==> src/rtl/util_axis_uart_tx_arbiter.sv <==
// rtl/util_axis_uart_tx_arbiter.sv - round-robin packet arbiter sharing one UART transmit stream
module util_axis_uart_tx_arbiter #(
   parameter  int NUM_REQ   = 4,
   parameter  int DATA_BITS = 8,
   parameter  int MAX_BURST = 16,
   localparam int ID_W      = (NUM_REQ > 1) ? $clog2(NUM_REQ) : 1,
   localparam int CNT_W     = $clog2(MAX_BURST + 1)
) (
   input  logic                         aclk,
   input  logic                         arstn,
   input  logic [NUM_REQ*DATA_BITS-1:0] s_axis_tdata,
   input  logic [NUM_REQ-1:0]           s_axis_tvalid,
   input  logic [NUM_REQ-1:0]           s_axis_tlast,
   output logic [NUM_REQ-1:0]           s_axis_tready,
   output logic [DATA_BITS-1:0]         m_axis_tdata,
   output logic                         m_axis_tvalid,
   input  logic                         m_axis_tready,
   output logic [ID_W-1:0]              m_axis_tid,
   output logic                         busy
);

   typedef enum logic {ST_IDLE, ST_GRANT} state_t;

   state_t           state, state_nxt;
   logic [ID_W-1:0]  grant_id, grant_id_nxt;
   logic [ID_W-1:0]  last_id, last_id_nxt;
   logic [CNT_W-1:0] beat_cnt, beat_cnt_nxt;

   logic                 pick_found;
   logic [ID_W-1:0]      pick_id;
   logic                 g_valid, g_last, xfer, burst_done;
   logic [DATA_BITS-1:0] req_data [NUM_REQ];

   // Unpack the flat requester bus so the data mux is a plain array index.
   for (genvar i = 0; i < NUM_REQ; i++) begin : g_unpack
      assign req_data[i] = s_axis_tdata[i*DATA_BITS +: DATA_BITS];
   end

   assign g_valid    = s_axis_tvalid[grant_id];
   assign g_last     = s_axis_tlast[grant_id];
   assign xfer       = (state == ST_GRANT) && g_valid && m_axis_tready;
   assign burst_done = (({1'b0, beat_cnt} + 1'b1) == (CNT_W+1)'(MAX_BURST));

   // Data and tid follow the registered grant only, never a live request.
   assign m_axis_tdata = req_data[grant_id];
   assign m_axis_tid   = grant_id;

   // Rotating-priority scan: first valid requester after last_id wins.
   always_comb begin
      logic [ID_W-1:0] idx;
      idx        = '0;
      pick_found = 1'b0;
      pick_id    = '0;
      // Walk from the farthest offset down so the nearest valid index is kept.
      for (int k = NUM_REQ; k >= 1; k--) begin
         idx = ID_W'((int'(last_id) + k) % NUM_REQ);
         if (s_axis_tvalid[idx]) begin
            pick_found = 1'b1;
            pick_id    = idx;
         end
      end
   end

   // Next-state and output decode; the grant is held until tlast or burst cap.
   always_comb begin
      state_nxt     = state;
      grant_id_nxt  = grant_id;
      last_id_nxt   = last_id;
      beat_cnt_nxt  = beat_cnt;
      m_axis_tvalid = 1'b0;
      s_axis_tready = '0;
      busy          = 1'b0;
      case (state)
         ST_IDLE: begin
            if (pick_found) begin
               state_nxt    = ST_GRANT;
               grant_id_nxt = pick_id;
               beat_cnt_nxt = '0;
            end
         end
         ST_GRANT: begin
            busy                    = 1'b1;
            m_axis_tvalid           = g_valid;
            s_axis_tready[grant_id] = m_axis_tready;
            if (xfer) begin
               beat_cnt_nxt = beat_cnt + 1'b1;
               if (g_last || burst_done) begin
                  state_nxt   = ST_IDLE;
                  last_id_nxt = grant_id;
               end
            end
         end
         default: state_nxt = ST_IDLE;
      endcase
   end

   // State registers; last_id starts at the top index so requester 0 leads.
   always_ff @(posedge aclk or negedge arstn) begin
      if (!arstn) begin
         state    <= ST_IDLE;
         grant_id <= '0;
         last_id  <= ID_W'(NUM_REQ - 1);
         beat_cnt <= '0;
      end else begin
         state    <= state_nxt;
         grant_id <= grant_id_nxt;
         last_id  <= last_id_nxt;
         beat_cnt <= beat_cnt_nxt;
      end
   end

endmodule

==> config.mk <==
export PLATFORM = sky130hd
export DESIGN_NAME = util_axis_uart_tx_arbiter
export DESIGN_NICKNAME = d
export VERILOG_FILES = /design/src/rtl/util_axis_uart_tx_arbiter.sv
export SDC_FILE = /design/constraint.sdc
export NUM_CORES = 1
export LEC_CHECK = 0
export CAP_MARGIN = 20
export CORE_ASPECT_RATIO = 0.7
export CORE_MARGIN = 2
export CORE_UTILIZATION = 36
export CTS_BUF_LIST = sky130_fd_sc_hd__clkbuf_2
export DETAILED_ROUTE_END_ITERATION = 10
export GPL_ROUTABILITY_DRIVEN = 0
export PLACE_DENSITY = 0.82
export SLEW_MARGIN = 25
export SYNTH_ARGS = -nofsm -noshare
export SYNTH_HDL_FRONTEND = slang
export SYNTH_SLANG_ARGS = --single-unit
==> constraint.sdc <==
create_clock -name aclk -period 2.29 [get_ports aclk]
set_input_delay 0.458 -clock aclk [delete_from_list [all_inputs] [get_ports aclk]]
set_output_delay 0.458 -clock aclk [all_outputs]
set_load 0.05 [all_outputs]
# Word level (Yosys, flattened, before mapping)
# Cells that the tools add are included.
# totals
register_bits	10
latchBits	0
mem_bits_rw	0
mem_bits_ro	0
in_bits	43
out_inout_bits	16
wordCells	65
memories	0
# op_classes
n_addsub	6
mul	0
n_div	0
n_lt_le_gt_ge	7
n_eq_ne	3
shifts	0
n_mux	35
bitwise_logic	3
reduce_logical	7
# ops
cell	n
binary-select mux 8 bit (select 2 bit)	1
2-to-1 mux 1 bit	16
2-to-1 mux 8 bit	2
< comparator 2 x 3 -> 1 bit, second input constant	5
binary-select mux 1 bit (select 2 bit)	6
2-to-1 mux 5 bit	2
case mux 5 bit (2 select lines)	1
2-to-1 mux 2 bit	4
adder 5 x 1 -> 6 bit, second input constant	1
equality test 6 x 5 -> 1 bit, second input constant	1
adder 5 x 1 -> 5 bit, second input constant	1
adder 2 x 1 -> 2 bit, second input constant	2
adder 2 bit, second input constant	2
AND 4 bit	1
2-to-1 mux 4 bit	1
AND reduction 2 bit	2
greater-or-equal comparator 3 bit, second input constant	1
logical AND 1 bit	3
inverter 2 -> 3 bit	1
AND reduction 3 bit	1
demux 1 bit (select 2 bit)	1
greater-or-equal comparator 2 x 1 -> 1 bit, second input constant	1
inequality test 2 x 1 -> 1 bit, second input constant	1
inequality test 2 bit, second input constant	1
other kinds (3)	3

# Depth between registers and ports, before layout
# Gate-level depths: netlist (run 1).
# logic_depth
depth_word	9
ltp_mapped	6

# Least setup slack after synthesis (run 1)
# Ideal clock, no wire load.
# synth_path
path_type	flip-flop to output port
start	register grant_id[1], in the netlist m_axis_tid[1]
end	output port s_axis_tready[2]
arrival_time_ps	2332
path_slack_ps	-500
path_stages_with_launch	4
cell_sequence	dfrtp_1 buf_2 clkbuf_1 nor3b_1
# synth_via
elab_chain_cells	6
elab_cells_between_ends	7
cone_classes	order compare: 2; mux: 3; bitwise: 1; reduce/logical: 1
# synth_rtl
item	line_no	source
from (decl)	25	logic [ID_W-1:0] grant_id, grant_id_nxt;
from (signal assigned)	106	grant_id <= grant_id_nxt;
< comparator 2 x 3 -> 1 bit (implied by the code) / greater-or-equal comparator 2 x 1 -> 1 bit (equally long branches)	84	s_axis_tready[grant_id] = m_axis_tready;
logical AND 1 bit (implied by the code)	84	
2-to-1 mux 1 bit (implied by the code)	84	
demux 1 bit (select 2 bit) *	84	
AND 4 bit (no line) *	-	
2-to-1 mux 4 bit *	73	case (state)
to (decl)	14	output logic [NUM_REQ-1:0] s_axis_tready,
# Mark *: on every way between the ends. The rest lies on a longest branch, timed or not.

# Worst setup path in the final report (run 1)
# layout_path
start	input port s_axis_tvalid[2]
end	output port m_axis_tvalid
# layout_via
elab_chain_cells	3
# layout_rtl
item	line_no	source
from (decl)	12	input logic [NUM_REQ-1:0] s_axis_tvalid,
binary-select mux 1 bit (select 2 bit)	39	assign g_valid = s_axis_tvalid[grant_id];
2-to-1 mux 1 bit (implied by the code)	39	
2-to-1 mux 1 bit	73	
to (decl)	16	output logic m_axis_tvalid,
# Every way passes these cells. The select of a mux whose other input is x is not followed.

==> impl_metrics.json, run 1 <==
{
  "synth-seq-area-share_pct": 29.79,
  "fp.dieH_um": 44.62,
  "worstPathCellList": "clkdlybuf4s50_1 -> mux4_2 -> and2_1 -> buf_4",
  "cts_hold_buf": 0,
  "drive_gt1_share_pct": 28.47,
  "syn_inst": 79,
  "final_max_slew_viol_count": 0,
  "ys_top_cells_by_area": "dfrtp_1 24%, mux4_2 16%, mux4_1 12%",
  "dieArea_mm2": 0.002767,
  "busiest_layer": "met2",
  "p_sw_share_pct": 51.83,
  "grt_util_met2_pct": 35.42,
  "combPwrFrac_pct": 73.5,
  "grt.overflow.total": 0,
  "yosys_warnings": 0,
  "firstDrtPassIters": 4,
  "routedWlPerCell_um": 16.10,
  "start_util_pct": 38.74,
  "worstMarginPinSlew_ns": 0.5131,
  "yosys.area.top_type": "dfrtp_1",
  "async_reset_ff_share_pct": 100.0,
  "fin_crit_sh_pct": 96.91,
  "worst_path_max_delay_cell": "mux4_2",
  "finalNetCount": 190,
  "rsz0062_at_grt": "false",
  "fmax_mhz": 450.6,
  "worstReg2RegEnd": "last_id[0]",
  "row_count": 14,
  "drc": 0,
  "r2r_setup_slack_ns": 0.51,
  "critPathRequiredTime_ns": 1.83,
  "worstSetupStartpointType": "input port",
  "p_int_w": 0.0008201,
  "ir_drop_mv": 0.8025,
  "design_area_mm2": 0.001548,
  "clk_pin_slew_ns": 0.09,
  "die_x_um": 62.02,
  "antenna_left": 0,
  "vias": 932,
  "grt_usage_pct": 20.79,
  "grt_use_met3_pct": 3.509,
  "setup_viol": 0,
  "root_buffer": "clkbuf_2",
  "io_pins": 59,
  "synth_common_cells": "10 x nand2_1, 10 x o21ai_0, 8 x dfrtp_1, 6 x mux4_2",
  "p_per_area_mw_per_mm2": 1100,
  "clock_skew_ns": 0.008979,
  "max_stage_delay_ns": 0.50,
  "placed_area_mm2": 0.001531,
  "ys_types": 31,
  "synth_top_family_by_area": "multiplexers",
  "dp_hpwl_um": 2427,
  "drt-total-wl_um": 2834,
  "numClockSinks": 10,
  "final_hold_viol_count": 0,
  "port_buffers": 58,
  "status": "finished, final reports clean",
  "critPathTopFamily": "buffers and inverters",
  "drtIter0Drc": 34,
  "synth_ff_type": "dfrtp_1",
  "antenna_cells": 0,
  "coreArea_mm2": 0.002190,
  "first_global_vias": 911,
  "numCtsBuffers": 3,
  "cts_tree": "done",
  "fin_crit_ns": 2.219,
  "synth-compound-area-share_pct": 12.54,
  "fin_util_pct": 70.69,
  "tns_ns": 0,
  "syn_avg_cell_area_um2": 10.74,
  "cp.arrival_ns": 1.76,
  "crit_fanout": 3,
  "syn_nets": 123,
  "cts_buffer_depth": 2,
  "grt_pass1_wl_um": 4133,
  "critical_path_class": "input port to primary output",
  "antenna_found_initial": 0,
  "syn_area_um2": 848.3,
  "clkLatencyLatePin_ns": 0.25,
  "use_met1_pct": 25.18,
  "maxSlewHeadroom_pct": 65.69,
  "worstRegToRegCells": 3,
  "synth_top_area_share_pct": 23.60,
  "synth_xor_area_share_pct": 2.065,
  "synth_fa_ha_area_share_pct": 1.475,
  "synth.mux.area_fraction_pct": 32.15,
  "grt_max_degree": 15,
  "clkPwrFrac_pct": 5.3,
  "cap_violations": 0,
  "leakage_nw": 0.6347,
  "worstReg2RegStart": "m_axis_tid[0]",
  "ys_seq_elements": 10,
  "via_per_inst": 5.295,
  "hold_path_class": "input port to async pin",
  "cp-end-kind": "primary output",
  "power.switching_w": 0.0008824,
  "p_seq_share_pct": 21.3,
  "syn_to_final_growth_pct": 82.45,
  "h-tree-depth": 1,
  "cp_num_buf_inv": 2,
  "synth-simple-area-share_pct": 17.70,
  "synth_edf_count": 0
}
## cells by family after synthesis
family,after synthesis
DFF,10
AOI/OAI and AO/OA,19
and+or+nand+nor,27
muxes,13
xor gates and xnor gates,2
adders and majority gates,1
buffers and inverters,7
## worst max path at each step
stage,startpoint,endpoint,slack [ns],cells past startpoint
floorplan,m_axis_tid[1],s_axis_tready[2],-0.06,3
global placement,s_axis_tvalid[3],m_axis_tvalid,0.11,4
detailed placement,s_axis_tvalid[3],m_axis_tvalid,0.08,4
CTS,s_axis_tvalid[3],m_axis_tvalid,0.08,4
global route,m_axis_tid[0],m_axis_tdata[4],0.05,3
finish,s_axis_tvalid[2],m_axis_tvalid,0.07,4
## power by group through the flow
stage	clock [W]	sequential (W)	combinational, W
2_1_floorplan	0	0.000389	0.000814
3_3_place_gp	0	0.000355	0.00124
3_5_place_dp	0	0.000363	0.00126
4_1_cts	0.0000961	0.000361	0.00126
5_1_grt	0.0000997	0.000379	0.00132
6_report	0.0000897	0.000362	0.00125
## sequential cells by signal (all words and copies together), names as in the netlist
name	count
last_id	2
state	1
beat_cnt	5
m_axis_tid	2
## placed cells by master, fill, tap and decap left out
cell type	synthesis	routed
mux4_2	6	6
mux2i_1	1	1
xor2_1	2	2
a31oi_1	1	1
dfrtp_1	8	7
mux2_1	2	2
nor2_4	1	1
nor2b_4	1	1
nand3_1	3	3
a21boi_0	1	1
inv_1	3	3
and2_1	1	1
o21ai_2	1	1
o22ai_1	1	1
o211ai_1	1	1
nor3b_2	0	2
nor3_2	0	1
buf_12	0	4
clkdlybuf4s50_1	0	43
nand4b_1	1	1
nand3b_1	1	1
buf_4	0	19
and4_1	1	1
mux4_1	4	4
a21oi_1	4	4
clkbuf_2	0	3
o21ai_0	10	10
nand2_1	10	10
ha_1	1	1
dfstp_2	2	2
nor2_1	4	4
dfrtp_2	0	1
nor4_1	1	1
## per-stage QoR
step                      hold slack, ns  cells  power (W)  setup slack, ns
after CTS                         0.4987    176   0.001716          0.07793
after global routing              0.5186    176   0.001800          0.04585
final                             0.5080    176   0.001703          0.07079
after detailed placement          0.5389    173   0.001621          0.08336
after global placement            0.5248    173   0.001594           0.1127
after floorplan                   0.1624     79   0.001203         -0.06252
## layer usage
metal / up-vias / routed length, um / part of all wire (%)
met5: - / 0 / 0
met4: 0 / 57 / 2.0
met3: 6 / 301 / 11
met2: 46 / 1482 / 52
met1: 441 / 993 / 35
li1: 439 / - / -
## worst reg2reg max path, delay by kind of cell, from the launching register on
family	cells	cell delay, ns
muxes	2	0.97
AOI/OAI and AO/OA	1	0.22
DFF	1	0.50
## cell type report
type / count / area, um^2
clock buffer: 3 / 15.01
fill: 177 / 641.9
inverter: 3 / 11.26
multi-input combinational: 62 / 574.3
sequential: 10 / 254.0
tap: 32 / 40.04
timing repair buffer: 66 / 653.1
## timing repair
item | in CTS | in global routing
endpoints found under the setup margin | 4 | 0
buffers inserted | 0 | 0
gates resized for setup | 1 | 0
No activity file was read; power rests on OpenSTA's default activity.
==> run 2: changes to the inputs <==
--- a/config.mk
+++ b/config.mk
@@ -8,11 +8,10 @@
 export CAP_MARGIN = 20
 export CORE_ASPECT_RATIO = 0.7
 export CORE_MARGIN = 2
-export CORE_UTILIZATION = 36
+export CORE_UTILIZATION = 25
 export CTS_BUF_LIST = sky130_fd_sc_hd__clkbuf_2
 export DETAILED_ROUTE_END_ITERATION = 10
 export GPL_ROUTABILITY_DRIVEN = 0
-export PLACE_DENSITY = 0.82
 export SLEW_MARGIN = 25
 export SYNTH_ARGS = -nofsm -noshare
 export SYNTH_HDL_FRONTEND = slang
==> constraint.sdc (replaced) <==
create_clock -name aclk -period 2.29 [get_ports aclk]
set_input_delay 0.229 -clock aclk [delete_from_list [all_inputs] [get_ports aclk]]
set_output_delay 0.229 -clock aclk [all_outputs]
set_load 0.05 [all_outputs]
==> run 2 against run 1 <==
  * Global-route usage shrank 6.7 points
  * Clock power grew 8.2%
  * Utilization shrank 24 points
  * Hold slack lost 0.22 ns
  * Final cell count grew 1.7%
==> impl_metrics.json, run 2 (synthesis results as in run 1) <==
{
  "grt.overflow.total": 0,
  "clkLatencyLatePin_ns": 0.25,
  "row_count": 17,
  "fin_crit_sh_pct": 88.48,
  "grt_max_degree": 12,
  "critical_path_class": "flop to primary output",
  "final_hold_viol_count": 0,
  "routed.top_layer": "met4",
  "fmax_mhz": 493.6,
  "hold_path_class": "input port to async pin",
  "status": "finished, final reports clean",
  "routedWlPerCell_um": 15.31,
  "fp.dieH_um": 52.74,
  "wl_met2_um": 1334,
  "setup_ws_ns": 0.2639,
  "root_buffer": "clkbuf_2",
  "nFillCells": 314,
  "drt-total-wl_um": 2740,
  "drtIter0Drc": 15,
  "largest_register": "beat_cnt",
  "finalNetCount": 186,
  "firstDrtPassIters": 4,
  "start_util_pct": 26.59,
  "final_max_slew_viol_count": 0,
  "drive_gt1_share_pct": 24.11,
  "clk_pin_slew_ns": 0.10,
  "via_per_inst": 5.050,
  "ir_drop_mv": 0.4858,
  "clock_skew_ns": 0.01141,
  "cts_buffer_depth": 2,
  "coreArea_mm2": 0.003191,
  "grt_usage_pct": 14.06,
  "worstMarginPinSlew_ns": 0.5125,
  "die_x_um": 73.63,
  "tns_ns": 0,
  "worstSetupStartpointType": "flop",
  "numClockSinks": 10,
  "cap_violations": 0,
  "h-tree-depth": 1,
  "worst_path_max_delay_cell": "clkdlybuf4s50_1",
  "syn_to_final_growth_pct": 74.78,
  "dr_wl_met3_um": 205,
  "worstPathCellList": "buf_4 -> clkdlybuf4s50_1",
  "leakage_nw": 0.6037,
  "place_inst": 175,
  "cts_tree": "done",
  "critPathTopFamily": "buffers and inverters",
  "fin_crit_ns": 2.026,
  "p_per_area_mw_per_mm2": 1110,
  "cp_num_buf_inv": 2,
  "dieArea_mm2": 0.003883,
  "dp_hpwl_um": 2247,
  "antenna_found_initial": 0,
  "port_buffers": 58,
  "max_stage_delay_ns": 0.81,
  "layout_common_cells": "45 x clkdlybuf4s50_1, 17 x buf_4, 10 x nand2_1, 10 x o21ai_0, 8 x dfrtp_1",
  "antenna_left": 0,
  "setup_viol": 0,
  "maxSlewHeadroom_pct": 65.72,
  "critPathRequiredTime_ns": 2.06,
  "wl_met1_um": 1187,
  "first_global_vias": 898,
  "antenna_cells": 0,
  "drc": 0,
  "pre_cts_ws_ns": 0.3251,
  "cp-end-kind": "primary output",
  "largest_reg_flops": 5,
  "grt_pass1_wl_um": 4133,
  "rsz0062_at_grt": "false",
  "crit_fanout": 7,
  "cp.arrival_ns": 1.80,
  "cts_hold_buf": 0,
  "layout_commonest_cell": "clkdlybuf4s50_1",
  "io_pins": 59,
  "numCtsBuffers": 3,
  "fin_cells": 179,
  "postCtsResizedCells": 0,
  "post-cts-setup-buffer-count": 0,
  "vias": 904
}
-- run 2: power breakdown --
part           switching (W)  leakage (nW)   total, W  internal, W
clock network      0.0000591        0.0140  0.0000971    0.0000379
logic               0.000691         0.469    0.00118     0.000487
registers           0.000117         0.120   0.000371     0.000254
-- run 2: cell type report --
| class | instances | area, um^2 | area share (%) |
|---|---|---|---|
| Tap cell | 38 | 47.55 | 3.207 |
| Timing Repair Buffer | 62 | 578.1 | 38.99 |
| Multi-Input combinational cell | 62 | 574.3 | 38.73 |
| Sequential cell | 10 | 252.7 | 17.05 |
| Inverter | 3 | 11.26 | 0.7595 |
| Clock buffer | 3 | 15.01 | 1.013 |
| Clock inverter | 1 | 3.754 | 0.2532 |
-- run 2: worst paths after layout --
kind                                from            end  slack, ns  cells past startpoint
setup / recovery           m_axis_tid[0]  m_axis_tid[0]       0.26                      2
hold / removal                     arstn    beat_cnt[3]       0.28                      1
setup reg to reg           m_axis_tid[0]     last_id[0]       0.47                      3
hold reg to reg              beat_cnt[2]    beat_cnt[2]       0.56                      1
max in group asynchronous          arstn     last_id[0]       1.65                      1
min in group aclk            beat_cnt[2]    beat_cnt[2]       0.56                      1
-- run 2: per-stage QoR --
step | power, W | hold slack, ns | utilization (%) | instance area [um^2]
floorplan | 0.001203 | -0.06659 | - | 863.3
global placement | 0.001551 | 0.5281 | 45.88 | 1464
detailed placement | 0.001560 | 0.5392 | 45.88 | 1464
CTS | 0.001663 | 0.2793 | 46.47 | 1483
global route | 0.001755 | 0.2705 | 46.47 | 1483
finish | 0.001646 | 0.2846 | 46.47 | 1483
-- run 2: per-layer routing --
| layer | vias up | global-route usage [%] |
|---|---|---|
| met2 | 32 | 24.40 |
| met5 | - | 0 |
| li1 | 430 | - |
| met1 | 440 | 17.31 |
| met4 | 0 | 2.727 |
| met3 | 2 | 4.231 |
